===== src/rtl/digit_serial_adder.sv =====
// Digit-serial adder/subtractor: one DIGIT-bit slice per clock, LSB slice first,
// with the ripple carry kept in a register between slices.
module digit_serial_adder #(
  parameter int WIDTH = 16,
  parameter int DIGIT = 4
) (
  input  logic             clk,
  input  logic             rst,
  input  logic             start,
  input  logic             sub,
  input  logic [WIDTH-1:0] a,
  input  logic [WIDTH-1:0] b,
  input  logic             cin,
  output logic [WIDTH-1:0] sum,
  output logic             cout,
  output logic             ovf,
  output logic             zero,
  output logic             busy,
  output logic             done
);

  localparam int NDIG = WIDTH / DIGIT;
  localparam int CW = (NDIG > 1) ? $clog2(NDIG) : 1;
  localparam logic [CW-1:0] LAST = CW'(NDIG - 1);

  typedef enum logic [1:0] {IDLE = 2'd0, RUN = 2'd1, DONE = 2'd2} state_t;

  state_t           state_q, state_d;
  logic [WIDTH-1:0] a_q, a_d, b_q, b_d, sum_q, sum_d;
  logic [CW-1:0]    cnt_q, cnt_d;
  logic             carry_q, carry_d;
  logic             cout_q, cout_d, ovf_q, ovf_d, zero_q, zero_d;

  int               sliceBase;
  logic [DIGIT-1:0] aSlice, bSlice;
  logic [DIGIT:0]   sliceSum;
  logic             lastDigit, carryIntoMsb, accept;

  // b_q already holds the effective operand (inverted for subtract), so the
  // datapath is a plain adder and sub/cin only matter at load time.
  assign sliceBase    = int'(cnt_q) * DIGIT;
  assign aSlice       = a_q[sliceBase +: DIGIT];
  assign bSlice       = b_q[sliceBase +: DIGIT];
  assign sliceSum     = {1'b0, aSlice} + {1'b0, bSlice} + (DIGIT+1)'(carry_q);
  assign carryIntoMsb = aSlice[DIGIT-1] ^ bSlice[DIGIT-1] ^ sliceSum[DIGIT-1];
  assign lastDigit    = (cnt_q == LAST);
  assign accept       = start && (state_q != RUN);

  always_comb begin
    state_d = state_q;
    a_d     = a_q;
    b_d     = b_q;
    sum_d   = sum_q;
    cnt_d   = cnt_q;
    carry_d = carry_q;
    cout_d  = cout_q;
    ovf_d   = ovf_q;
    zero_d  = zero_q;

    case (state_q)
      IDLE: if (start) state_d = RUN;
      RUN: begin
        sum_d[sliceBase +: DIGIT] = sliceSum[DIGIT-1:0];
        carry_d = sliceSum[DIGIT];
        cnt_d   = cnt_q + CW'(1);
        if (lastDigit) begin
          state_d = DONE;
          cnt_d   = '0;
          cout_d  = sliceSum[DIGIT];
          ovf_d   = carryIntoMsb ^ sliceSum[DIGIT];
          zero_d  = (sum_d == '0);
        end
      end
      DONE:    state_d = start ? RUN : IDLE;
      default: state_d = IDLE;
    endcase

    if (accept) begin
      a_d     = a;
      b_d     = sub ? ~b : b;
      carry_d = sub ? 1'b1 : cin;
      cnt_d   = '0;
      sum_d   = '0;
      cout_d  = 1'b0;
      ovf_d   = 1'b0;
      zero_d  = 1'b0;
    end
  end

  always_ff @(posedge clk or posedge rst) begin
    if (rst) begin
      state_q <= IDLE;
      a_q     <= '0;
      b_q     <= '0;
      sum_q   <= '0;
      cnt_q   <= '0;
      carry_q <= 1'b0;
      cout_q  <= 1'b0;
      ovf_q   <= 1'b0;
      zero_q  <= 1'b0;
    end else begin
      state_q <= state_d;
      a_q     <= a_d;
      b_q     <= b_d;
      sum_q   <= sum_d;
      cnt_q   <= cnt_d;
      carry_q <= carry_d;
      cout_q  <= cout_d;
      ovf_q   <= ovf_d;
      zero_q  <= zero_d;
    end
  end

  assign sum  = sum_q;
  assign cout = cout_q;
  assign ovf  = ovf_q;
  assign zero = zero_q;
  assign busy = (state_q == RUN);
  assign done = (state_q == DONE);

endmodule


===== config.mk =====
export PLATFORM = sky130hd
export DESIGN_NAME = digit_serial_adder
export DESIGN_NICKNAME = d
export VERILOG_FILES = /design/src/rtl/digit_serial_adder.sv
export SDC_FILE = /design/constraint.sdc
export NUM_CORES = 1
export LEC_CHECK = 0
export CORE_UTILIZATION = 45
export DETAILED_ROUTE_END_ITERATION = 16
export HOLD_SLACK_MARGIN = 0.15
export PLACE_DENSITY = 0.74
export SYNTH_ARGS = -nofsm -noshare
export SYNTH_HDL_FRONTEND = slang
export SYNTH_SLANG_ARGS = --single-unit

===== constraint.sdc =====
create_clock -name clk -period 2.95 [get_ports clk]
set_input_delay 0.4425 -clock clk [delete_from_list [all_inputs] [get_ports clk]]
set_output_delay 0.4425 -clock clk [all_outputs]
set_load 0.01 [all_outputs]

==> summary.md <==
| Metric | Value |
|---|---|
| Status | `complete, no violations` |
| Worst Tran Pin Value | `563 ps` |
| Asr flop ratio synth | `100%` |
| Initial antenna violation count | `0` |
| Crit-path max FO | `18` |
| Max Cap Viol | `0` |
| HP Start | `a_q[5]$_DFFE_PP0P_` |
| Cell count after synthesis | `between 200 and 300` |
| Top FF cell, synth | `dfrtp_1` |
| Critical path arrival | `2870 ps` |
| Die Ht | `~80 um` |
| H-tree Lvls | `2` |
| Worst Skew | `5.53 ps` |
| Hold Vio Cnt, Final | `0` |
| Hold Crit Class | `flop to flop` |
| Vias per cell | `5.26` |
| Netlist cell types | `36` |
| Synth top area cells | `dfrtp_1 49%, nand2_1 10%, mux4_2 6.4%, xnor2_1 5.6%, ha_1 4.0%` |
| Clk_lat worst skew | `roughly 300 ps` |
| Worst-path clk slew | `100 ps` |
| DRT iter0 DRCs | `163` |
| GRT Util Overall | `about a fifth` |
| Worst slew margin | `62.2%` |
| DRC violations left | `0` |
| # setup viols final | `0` |
| Synth top area share | `49.5%` |
| Vias in the first global route | `2,161` |
| Die Wd | `81.3 um` |
| PD cells | `between 1000 and 1500 nW/um^2` |
| Top-count cell post-synth | `nand2_1` |
| Top cells by count, synth | `76 x nand2_1, 56 x dfrtp_1, 21 x o21ai_0` |
| GPL Wtd Cong | `0.818` |
| Setup_tns | `0 ps` |
| Largest net degree at the start of global routing | `49` |
| CTS root buf | `clkbuf_8` |
| Clock Path Buffers | `2` |
| Warnings, synthesis | `0` |
| Die ar. | `6610 sq um` |
| Cell row count | `28` |
| Fmax | `between 300 and 400 MHz` |
| Worst vdd ir | `~0.68 mV` |
| Num CTS Buffers | `5` |
| FF+latch count, synth | `56` |
| Cell area after synthesis | `2830 sq um` |
| Setup crit start | `cnt_q[0]$_DFFE_PP0P_` |
| Area growth syn-to-layout | `27.6%` |
| Seq/Total Area, Yosys | `49.5%` |
| LEAKAGE | `approximately 0.0016 uW` |
| Core region area | `5990 sq um` |
| Initial Util | `a little under half` |
| # diodes | `0` |
| Setup CP Type | `flop to flop` |
| Post-CTS resize count | `0` |
| Post-DP HPWL | `4340 um` |
| Antenna Nets Post-Route | `0` |
| Min Clock Period, post-route | `between 2000 and 3000 ps` |
| WL/cell | `around 14 um` |
| Worst r2r src | `cnt_q[0]$_DFFE_PP0P_` |
| Final worst-path cycle share | `90.6%` |
| Worst Path Required | `3150 ps` |
| Syn_area_per_cell | `10.2 sq um` |
| Yosys top cell by area | `dfrtp_1` |
| Pins over their slew limit | `0` |
| CTS tree | `done` |
| CP Launch Type | `flop` |
| Placed Area | `3480 sq um` |
| Ratio of cells with drive above 1 in the final layout | `9.55%` |
| Global-route wire length before repair | `between 10,000 and 15,000 um` |
| Crit path capture type | `flop` |
| Fin area | `3610 sq um` |
| CTS sink count | `56` |
| Final net count | `383` |
| RSZ-0062 raised after global routing | `false` |
| Post-synthesis net count | `326` |
| I/O pins | `58` |
| IO Port Bufs | `57` |
| Routed vias | `2,156` |
| Overflow after GRT | `0` |
| Post-CTS Setup Bufs | `0` |
| Post-synth EDFFs | `0` |
| Routed WL | `5830 um` |
| Hold_buf cts | `0` |
| TritonRoute pass-1 iters | `4` |
-- layout by cell type (no fill, tap or decap), types with 2 or more instances in the layout --
cell type,synthesis,routed
nand2_1,76,76
nand3b_1,2,2
fa_1,2,2
mux4_2,8,8
nor2b_1,3,3
o31ai_1,4,4
a22o_2,4,4
dfrtp_1,56,56
clkbuf_8,0,5
buf_4,3,6
a21oi_1,5,5
o21ai_1,3,3
inv_2,2,3
nor3_1,5,5
o22ai_1,4,4
clkdlybuf4s50_1,0,57
xnor2_1,18,18
nor2_1,4,4
o21ai_0,21,21
nand2b_1,4,4
bufinv_16,0,2
inv_1,12,11
a22o_1,9,9
ha_1,9,9
-- flip-flops by register name (all words and copies together) (netlist names) --
signal / flops
carry_q: 1
cout: 1
cnt_q: 2
a_q: 16
state_q: 2
zero: 1
ovf: 1
b_q: 16
sum: 16
-- worst max-delay path: stages, from the launching register on --
cell	delay (ps)
dfrtp_1	380
buf_4	270
mux4_2	350
fa_1	390
inv_1	80
fa_1	510
nor2b_1	180
o22ai_1	150
nor3_1	70
nand4_1	110
o21ai_1	70
-- final timing paths --
kind	depth (start not counted)	to	slack, ps
min in group asynchronous	2	sum[12]$_DFFE_PP0P_	500
worst max register to register	10	zero$_DFFE_PP0P_	280
worst min-delay path	2	a_q[5]$_DFFE_PP0P_	480
max in group asynchronous	3	b_q[10]$_DFFE_PP0P_	1900
worst min register to register	2	a_q[5]$_DFFE_PP0P_	480
worst max-delay path	10	zero$_DFFE_PP0P_	280
-- cells by family (layout without fill, tap and decap cells) --
group | count (synthesis) | count (layout) | synth area share, %
simple gates | 101 | 101 | 15.5
flops | 56 | 56 | 49.5
compound gates | 55 | 55 | 12.9
buf+inv | 28 | 85 | 4.55
xor+xnor | 19 | 19 | 5.88
fa+ha+maj | 11 | 11 | 5.39
mux | 8 | 8 | 6.36
-- where the power goes --
group          internal (uW)  leakage [uW]  switching, uW  total (uW)
clock network            334     0.0000642            239         573
registers               1090      0.000721            201        1290
logic                   1050      0.000839           1270        2320
-- metal layers --
layer / part of all wire, % / GRT usage [%] / vias to the layer above
met5: 0 / 0 / -
met2: 48 / 33.4 / 70
met3: 4.5 / 3.82 / 12
met4: 2.1 / 7.32 / 0
li1: - / - / 1055
met1: 45 / 26.5 / 1019
-- cell type report --
class / count / area [sq um]
clock buffer: 5 / 68.8
multi-input combinational: 194 / 1300
timing repair buffer: 64 / 636
fill: 531 / 2380
inverter: 14 / 52.6
clock inverter: 2 / 60.1
tap: 75 / 93.8
sequential: 56 / 1400
-- per-stage QoR --
stage / power, uW / setup slack [ps] / cells / hold WS, ps / utilization [%]
4_1_cts: 4210 / 285 / 410 / 483 / 60.3
3_3_place_gp: 3570 / 409 / 403 / 454 / 58.2
2_1_floorplan: 2860 / 85.6 / 278 / 440 / -
3_5_place_dp: 3610 / 302 / 403 / 460 / 58.2
5_1_grt: 4500 / 111 / 410 / 521 / 60.3
6_report: 4180 / 277 / 410 / 482 / 60.3
No activity file was read; power rests on OpenSTA's default activity.
